## src/rtl/systolic_result_collector.sv

```systemverilog
// systolic_result_collector
// Consumer end of the systolic array's result-shift interface. It captures
// one N x N result tile from N parallel lanes over N consecutive cycles, then
// returns the tile through a valid/ready read port, one beat per row.
//
// Build option: define SYSTOLIC_COLLECTOR_TRANSPOSE_EN to return columns
// (C[0][k]..C[N-1][k], column index on rd_row) instead of rows. Capture,
// handshake and timing are the same in both builds.
module systolic_result_collector #(
  parameter int DATA_W = 8,
  parameter int N      = 4
) (
  input  logic                  clk,
  input  logic                  rstn,
  input  logic                  start,
  input  logic [DATA_W-1:0]     shift_in_0,
  input  logic [DATA_W-1:0]     shift_in_1,
  input  logic [DATA_W-1:0]     shift_in_2,
  input  logic [DATA_W-1:0]     shift_in_3,
  output logic                  rd_valid,
  input  logic                  rd_ready,
  output logic [N*DATA_W-1:0]   rd_data,
  output logic [1:0]            rd_row,
  output logic                  busy,
  output logic                  done,
  output logic                  overrun
);

  localparam int CW = (N > 1) ? $clog2(N) : 1;
  localparam logic [CW-1:0] CNT_ZERO = CW'(0);
  localparam logic [CW-1:0] CNT_ONE  = CW'(1);
  localparam logic [CW-1:0] CNT_LAST = CW'(N - 1);

  typedef enum logic [1:0] {
    ST_IDLE    = 2'd0,
    ST_CAPTURE = 2'd1,
    ST_DRAIN   = 2'd2
  } state_e;

  state_e                state_q;
  logic [CW-1:0]         cnt_q;
  logic [CW-1:0]         ptr_q;
  logic [CW-1:0]         ptr_d;
  logic                  rd_valid_q;
  logic [N*DATA_W-1:0]   rd_data_q;
  logic [N*DATA_W-1:0]   rd_data_d;
  logic [CW-1:0]         rd_row_q;
  logic                  busy_q;
  logic                  done_q;
  logic                  overrun_q;

  // Tile storage: buf_q[i][k] holds C[i][k] (lane i, beat k).
  logic [DATA_W-1:0]     buf_q [N][N];
  logic [DATA_W-1:0]     buf_d [N][N];

  logic [DATA_W-1:0]     lane_s [N];
  logic                  capture_s;
  logic [CW-1:0]         col_s;
  logic                  accept_s;
  logic                  drain_next_s;

  assign lane_s[0] = shift_in_0;
  assign lane_s[1] = shift_in_1;
  assign lane_s[2] = shift_in_2;
  assign lane_s[3] = shift_in_3;

  assign accept_s = rd_valid_q && rd_ready;

  // Decide whether this cycle writes a tile column, and which one.
  always_comb begin
    capture_s = 1'b0;
    col_s     = CNT_ZERO;
    if (state_q == ST_IDLE && start) begin
      capture_s = 1'b1;
      col_s     = CNT_ZERO;
    end else if (state_q == ST_CAPTURE) begin
      capture_s = 1'b1;
      col_s     = cnt_q;
    end else begin
      capture_s = 1'b0;
      col_s     = CNT_ZERO;
    end
  end

  // Next tile contents: the current beat lands in column col_s of every lane row.
  always_comb begin
    for (int i = 0; i < N; i++) begin
      for (int k = 0; k < N; k++) begin
        buf_d[i][k] = buf_q[i][k];
      end
    end
    if (capture_s) begin
      for (int i = 0; i < N; i++) begin
        buf_d[i][col_s] = lane_s[i];
      end
    end else begin
      for (int i = 0; i < N; i++) begin
        buf_d[i][col_s] = buf_q[i][col_s];
      end
    end
  end

  // Next read pointer and whether the port presents a beat next cycle.
  always_comb begin
    drain_next_s = 1'b0;
    ptr_d        = CNT_ZERO;
    case (state_q)
      ST_CAPTURE: begin
        drain_next_s = (cnt_q == CNT_LAST);
        ptr_d        = CNT_ZERO;
      end
      ST_DRAIN: begin
        if (accept_s) begin
          if (ptr_q == CNT_LAST) begin
            drain_next_s = 1'b0;
            ptr_d        = CNT_ZERO;
          end else begin
            drain_next_s = 1'b1;
            ptr_d        = ptr_q + CNT_ONE;
          end
        end else begin
          drain_next_s = 1'b1;
          ptr_d        = ptr_q;
        end
      end
      default: begin
        drain_next_s = 1'b0;
        ptr_d        = CNT_ZERO;
      end
    endcase
  end

  // Pack the beat addressed by the next pointer; uses buf_d so the beat
  // presented right after the last capture already contains that column.
  always_comb begin
    rd_data_d = {(N*DATA_W){1'b0}};
    for (int j = 0; j < N; j++) begin
`ifdef SYSTOLIC_COLLECTOR_TRANSPOSE_EN
      rd_data_d[j*DATA_W +: DATA_W] = buf_d[j][ptr_d];
`else
      rd_data_d[j*DATA_W +: DATA_W] = buf_d[ptr_d][j];
`endif
    end
  end

  // Tile buffer register; cleared on reset so no stale tile survives an abort.
  always_ff @(posedge clk or negedge rstn) begin
    if (!rstn) begin
      for (int i = 0; i < N; i++) begin
        for (int k = 0; k < N; k++) begin
          buf_q[i][k] <= {DATA_W{1'b0}};
        end
      end
    end else begin
      for (int i = 0; i < N; i++) begin
        for (int k = 0; k < N; k++) begin
          buf_q[i][k] <= buf_d[i][k];
        end
      end
    end
  end

  // Control FSM with registered read-port and status outputs.
  always_ff @(posedge clk or negedge rstn) begin
    if (!rstn) begin
      state_q    <= ST_IDLE;
      cnt_q      <= CNT_ZERO;
      ptr_q      <= CNT_ZERO;
      rd_valid_q <= 1'b0;
      rd_data_q  <= {(N*DATA_W){1'b0}};
      rd_row_q   <= CNT_ZERO;
      busy_q     <= 1'b0;
      done_q     <= 1'b0;
      overrun_q  <= 1'b0;
    end else begin
      done_q     <= 1'b0;
      ptr_q      <= ptr_d;
      rd_valid_q <= drain_next_s;
      rd_data_q  <= drain_next_s ? rd_data_d : {(N*DATA_W){1'b0}};
      rd_row_q   <= drain_next_s ? ptr_d : CNT_ZERO;
      // A start during an operation is dropped but remembered.
      if (start && (state_q != ST_IDLE)) begin
        overrun_q <= 1'b1;
      end
      case (state_q)
        ST_IDLE: begin
          if (start) begin
            state_q <= ST_CAPTURE;
            cnt_q   <= CNT_ONE;
            busy_q  <= 1'b1;
          end
        end
        ST_CAPTURE: begin
          if (cnt_q == CNT_LAST) begin
            state_q <= ST_DRAIN;
            cnt_q   <= CNT_ZERO;
          end else begin
            cnt_q   <= cnt_q + CNT_ONE;
          end
        end
        ST_DRAIN: begin
          if (accept_s && (ptr_q == CNT_LAST)) begin
            state_q <= ST_IDLE;
            busy_q  <= 1'b0;
            done_q  <= 1'b1;
          end
        end
        default: begin
          state_q <= ST_IDLE;
          cnt_q   <= CNT_ZERO;
          busy_q  <= 1'b0;
        end
      endcase
    end
  end

  assign rd_valid = rd_valid_q;
  assign rd_data  = rd_data_q;
  assign rd_row   = rd_row_q;
  assign busy     = busy_q;
  assign done     = done_q;
  assign overrun  = overrun_q;

endmodule

```

## config.mk

```make
export PLATFORM = sky130hd
export DESIGN_NAME = systolic_result_collector
export DESIGN_NICKNAME = d
export VERILOG_FILES = /design/src/rtl/systolic_result_collector.sv
export SDC_FILE = /design/constraint.sdc
export NUM_CORES = 1
export LEC_CHECK = 0
export CAP_MARGIN = 0
export CORE_UTILIZATION = 52
export CTS_CLUSTER_DIAMETER = 40
export CTS_CLUSTER_SIZE = 14
export DETAILED_ROUTE_END_ITERATION = 10
export PLACE_DENSITY = 0.76
export SETUP_SLACK_MARGIN = 0.5
export SLEW_MARGIN = 10
export SYNTH_ARGS = -nofsm -noshare
export SYNTH_HDL_FRONTEND = slang
export SYNTH_SLANG_ARGS = --single-unit
```

## constraint.sdc

```tcl
create_clock -name clk -period 2.6 [get_ports clk]
set_clock_uncertainty 0.15 [all_clocks]
set_input_delay 0.52 -clock clk [delete_from_list [all_inputs] [get_ports clk]]
set_output_delay 0.52 -clock clk [all_outputs]
set_load 0.005 [all_outputs]
```

==> impl_metrics.ini, run 1 <==
[logic_synthesis]
synthMuxAreaShare_pct = 11.2
yosysTopAreaCell = dfrtp_1
postSynthCellCount = 801
yosysSeqAreaShare_pct = 53.8
async_reset_ff_share_pct = 100
synth_top_area_share_pct = 53.8
syn_area_per_cell_um2 = 9.98
synth_xor_area_share_pct = 0
ys.flop_type = dfrtp_1
synth_top_family_by_area = simple AND/OR/NAND/NOR gates
synth.area.top_cells = dfrtp_1 54%, nand2_1 13%, mux4_2 6.5%
synthSimpleGateAreaFrac_pct = 17.1
synth_compound_area_share_pct = 13.2
synth_area_um2 = 7990
syn-num-nets = 844
synth-edff-count = 0
synth-seq-cells = 172
synth-adder-area-share_pct = 1.10
synth.distinct_cells = 40
yosys_warnings = 0

[power_and_ir_drop]
p_per_area_nw_per_um2 = 1040
switching_share_pct = 35.4
p_sw_uw = 4080
power_frac_comb_pct = 41.3
seq_power_share_pct = 34.4
p_leak_uw = 0.00519
cellInternalPower_uw = 7460
pwr-share-clk_pct = 24.3
ir_drop_uv = 879
total_power_uw = 11500

[placed_design]
routabilityCongestion = 0.888
dp.cells = 1068
pre_cts_ws_ps = -170
dpl.hpwl_mm = 15.4
io_buffer_count = 73

[floorplanning]
dieWidth_um = 126
row_count = 44
pin_count = 74
die-area_um2 = 15900
core_region_area_um2 = 14800
start_util_pct = 54.2
die_h_um = 126

[timing]
fmax_mhz = 424
rsz0062_at_grt = yes
hold_viol_final = 0
whs_ps = 314
setup_ws_ps = 242
fin_crit_ps = 2360
tightest_slew_ps = 542
finalSetupViolations = 0
slew_violations = 0
relSlewSlack_pct = 63.9
setup_tns_ps = 0
fin_crit_sh_pct = 90.7

[drt]
drt-vias-per-instance = 6.29
drtAntennaViolNets = 0
wirelength_mm = 26.1
drt_pass1_iterations = 5
post-route-drc-count = 0
drt-initial-drc-count = 768
num_vias = 7237
wl_per_cell_um = 22.7

[cells_and_area]
nets = 996
diodes = 0
drive_gt1_share_pct = 25.8
fin_cells = 1150
area_growth_pct = 38.6

[global_routing]
grt_start_max_net_pins = 71
grt_first_pass_wirelength_mm = 39.1
first_global_vias = 7212
grt.overflow.total = 0
antenna_found_initial = 0
grtUsageTotal_pct = 32.9

[critical_path]
cp.arrival_ps = 2520
worst-path-max-fanout = 7
critical_path_class = flop to flop
rr_endpoint = rd_data[9]
worstReg2RegStart = state_q[0]
r2r_cells = 10
cp-endpoint = rd_data[9]
end_kind = flop
r2r_slack_ps = 240
crit_path_start = state_q[0]
worstSetupStartpointType = flop
critPathRequiredTime_ps = 2760

[clock_network]
clk_pin_slew_worst_paths_ps = 70
htree_levels = 4
cts_buffers = 17
cts_tree = built
cts_root_buffer = clkbuf_16
clk_latency_ps = 440
cts.path.max_buffers = 2
cts.sink_count = 172

[flow_run]
cap_violations = 0

[worst_hold_path]
min_from = overrun
min_path_type = flop to flop

[run_status]
status = finished clean
-- registers in the layout (all words and copies together) (netlist names) --
| signal | cells |
|---|---|
| buf_q | 128 |
| rd_valid | 1 |
| state_q | 2 |
| overrun | 1 |
| ptr_q | 2 |
| done | 1 |
| cnt_q | 2 |
| rd_data | 32 |
| rd_row | 2 |
| busy | 1 |
-- Yosys cell counts, drive strengths merged (3+ instances only) --
cell type	n
nand2	272
dfrtp	172
o21ai	102
clkbuf	37
a32o	27
mux4	23
mux2i	22
and2	21
buf	21
nand3	18
o211ai	16
mux2	14
nor2	10
ha	7
inv	6
nand4	5
a22o	4
a211oi	3
a21boi	3
a21oi	3
-- cells in the final DEF, fill, tap and decap left out, types with 12 or more instances in the layout --
master	n
buf_4	72
nand2_2	25
mux2i_1	15
nand2_1	241
o211ai_1	16
a32o_1	24
and2_1	18
clkdlybuf4s50_1	72
buf_6	12
mux2_4	12
buf_12	16
o21ai_0	101
nand3_1	15
dfrtp_1	171
mux4_2	23
clkbuf_16	20
-- kinds of logic (layout without fill, tap and decap cells) --
logic type               Yosys count  after routing
multiplexers                      59             59
AO/OA/AOI/OAI                    166            166
adder cells (fa/ha/maj)            7              7
buffers and inverters             64            228
flip-flops                       172            172
AND/OR/NAND/NOR                  333            334
-- worst max-delay path: stages, from the launching register on --
cell and delay [ps]:
dfrtp_1 410, inv_2 140, ha_4 180, nand2_2 60, o21a_4 300, buf_12 160, buf_16 130, buf_4 140
mux2i_2 210, mux2i_1 130, a32o_1 240
-- routing by layer --
metal  GRT usage, %  wire, µm
met1           41.4     10000
met2           51.2     12300
met3           11.0      2570
met4           16.2      1270
met5              0         0
-- timing repair --
item / CTS / global route
buffers inserted: 24 / 13
pin swaps: 15 / 32
setup endpoints to repair: 48 / 61
resized for setup: 50 / 63
gates cloned: 9 / 3
hold buffers: 1 / 0
hold endpoints to repair: 51 / 0
-- through the flow --
| step | utilization, % | instance area, µm² |
|---|---|---|
| 2_1_floorplan | - | 8100 |
| 3_3_place_gp | 63.8 | 9420 |
| 3_5_place_dp | 63.8 | 9420 |
| 4_1_cts | 72.5 | 10700 |
| 5_1_grt | 75.1 | 11100 |
| 6_report | 75.1 | 11100 |
-- power groups by stage --
stage               logic [µW]  clock network (µW)  registers, µW
finish                    4770                2800           3980
global route              5090                2920           4050
CTS                       4170                2780           3920
detailed placement        3500                   0           3940
global placement          3330                   0           3920
floorplan                 2340                   0           3810
-- how the worst min path moves through the flow --
stage / slack [ps] / cells past startpoint / endpoint
final: 310 / 1 / overrun
after floorplan: 70 / 0 / buf_q[0]
after CTS: 320 / 2 / buf_q[25]
after detailed placement: 300 / 1 / overrun
after global placement: 290 / 1 / overrun
after global routing: 330 / 2 / buf_q[94]
-- final cells by class --
cell class / count / area (µm²)
Inverter: 6 / 32.5
Multi-Input combinational cell: 566 / 3750
Fill cell: 931 / 3670
Timing Repair Buffer: 190 / 2120
Clock inverter: 10 / 160
Clock buffer: 22 / 484
Tap cell: 184 / 230
Sequential cell: 172 / 4310
(Power assumes the default switching activity.)
==> run 2, diff against run 1 <==
--- a/config.mk
+++ b/config.mk
@@ -10,9 +10,10 @@
 export CTS_CLUSTER_DIAMETER = 40
 export CTS_CLUSTER_SIZE = 14
 export DETAILED_ROUTE_END_ITERATION = 10
-export PLACE_DENSITY = 0.76
+export PLACE_DENSITY = 0.81
 export SETUP_SLACK_MARGIN = 0.5
 export SLEW_MARGIN = 10
 export SYNTH_ARGS = -nofsm -noshare
 export SYNTH_HDL_FRONTEND = slang
 export SYNTH_SLANG_ARGS = --single-unit
+export TNS_END_PERCENT = 100
==> run 2 against run 1 <==
Effect of this change: maximum frequency grew 0.87%; utilization shrank 1.8 points; critical endpoint is now rd_data[1]; first-iteration DRC count grew 20%; combinational power grew 0.8%.
==> impl_metrics.ini, run 2 (synthesis results as in run 1) <==
[global_routing]
grtUsageTotal_pct = 32.8
antenna_found_initial = 0
grt_start_max_net_pins = 48
grt_first_pass_wirelength_mm = 38.8
first_global_vias = 7115
grt.overflow.total = 0

[worst_hold_path]
min_path_type = flop to flop

[clock_network]
cts.sink_count = 172
cts_root_buffer = clkbuf_16
htree_levels = 4
cts_tree = built
clk_latency_ps = 450
cts.path.max_buffers = 2
cts_buffers = 17
clk_pin_slew_worst_paths_ps = 70

[timing]
slew_violations = 0
fin_crit_sh_pct = 89.9
whs_ps = 317
rsz0062_at_grt = yes
finalSetupViolations = 0
fin_crit_ps = 2340
tightest_slew_ps = 474
fmax_mhz = 428
hold_viol_final = 0
relSlewSlack_pct = 68.4
setup_ws_ps = 262

[placed_design]
dpl.hpwl_mm = 15.5
pre_cts_ws_ps = -128
routabilityCongestion = 0.925
post_dp_cell_area_um2 = 9540
io_buffer_count = 73

[floorplanning]
die_h_um = 126
core_region_area_um2 = 14800
pin_count = 74
start_util_pct = 54.2
die-area_um2 = 15900
dieWidth_um = 126
row_count = 44

[drt]
drtAntennaViolNets = 0
drt-initial-drc-count = 921
drt-vias-per-instance = 6.35
wl_per_cell_um = 23.4
num_vias = 7306
drt_pass1_iterations = 5
wirelength_mm = 26.9
post-route-drc-count = 0

[cells_and_area]
final_core_util_pct = 73.3
drive_gt1_share_pct = 23.4
area_growth_pct = 35.3
regArea_um2 = 4300
layout_commonest_cell = nand2_1
largest_reg_flops = 128
multi_input_area_um2 = 3640
diodes = 0
final_area_um2 = 10800
top_register = buf_q
layout_common_cells = 257 x nand2_1, 172 x dfrtp_1, 99 x o21ai_0
nets = 996
fillerInstances = 935

[critical_path]
max_stage_delay_ps = 420
critPathRequiredTime_ps = 2810
cp_cell_sequence = inv_2, ha_4, nand4_1, o21a_4, buf_12, inv_4, bufbuf_16, a311o_1, a21oi_1
worstSetupStartpointType = flop
cp.arrival_ps = 2550
critical_path_class = flop to flop
crit_path_top_delay_cell = dfrtp_1
worst-path-max-fanout = 11
end_kind = flop

[power_and_ir_drop]
p_per_area_nw_per_um2 = 1050
ir_drop_uv = 878
p_leak_uw = 0.00509

[run_status]
status = finished clean

[flow_run]
cap_violations = 0
[run 2: layout make-up]
type / instances / share of cell area [%]
flip-flops and latches: 172 / 39.8
multi-input cells: 566 / 33.6
repair buffers: 190 / 18.7
clock buffers: 20 / 4.22
well taps: 184 / 2.13
clock inverters: 12 / 1.30
inverters: 6 / 0.231
[run 2: timing repair]
action | in CTS | in global routing
pin swaps | 6 | 12
cloned | 7 | 3
gates resized for setup | 35 | 31
buffers inserted | 16 | 6
hold buffers | 1 | 0
hold endpoints to repair | 43 | 0
endpoints found under the setup margin | 82 | 60
[run 2: report_power, final]
part | internal [µW] | switching (µW)
registers | 3490 | 489
logic | 2290 | 2520
clock network | 1470 | 1130
[run 2: worst paths after layout]
path	depth (start not counted)	endpoint	from	slack [ps]
worst max-delay path	9	rd_data[1]	state_q[0]	260
worst min-delay path	1	overrun	overrun	320
worst max register to register	9	rd_data[1]	state_q[0]	260
worst min register to register	1	overrun	overrun	320
max in group asynchronous	3	buf_q[15]	rstn	1190
min in group asynchronous	2	buf_q[89]	rstn	430
[run 2: worst max-delay path: cells and delay by family (launching register included)]
kind / cells / cell delay, ps
AO/OA/AOI/OAI: 3 / 780
buffers and inverters: 4 / 610
flip-flops: 1 / 420
adder cells (fa/ha/maj): 1 / 180
AND/OR/NAND/NOR: 1 / 100
[run 2: metrics by stage]
stage                     TNS [ps]  std cells  total power, µW
final                            0       1150            11400
after CTS                        0       1141            10900
after global placement        -477       1085             7400
after detailed placement     -1200       1085             7560
after floorplan                  0        801             6150
after global routing             0       1150            11900
[run 2: metal layers]
layer,vias to the layer above,share of wire [%],GRT usage [%]
met5,-,0,0
met1,3485,37,42.9
met3,163,11,7.82
met2,577,46,50.1
met4,0,6.8,20.1
li1,3081,-,-
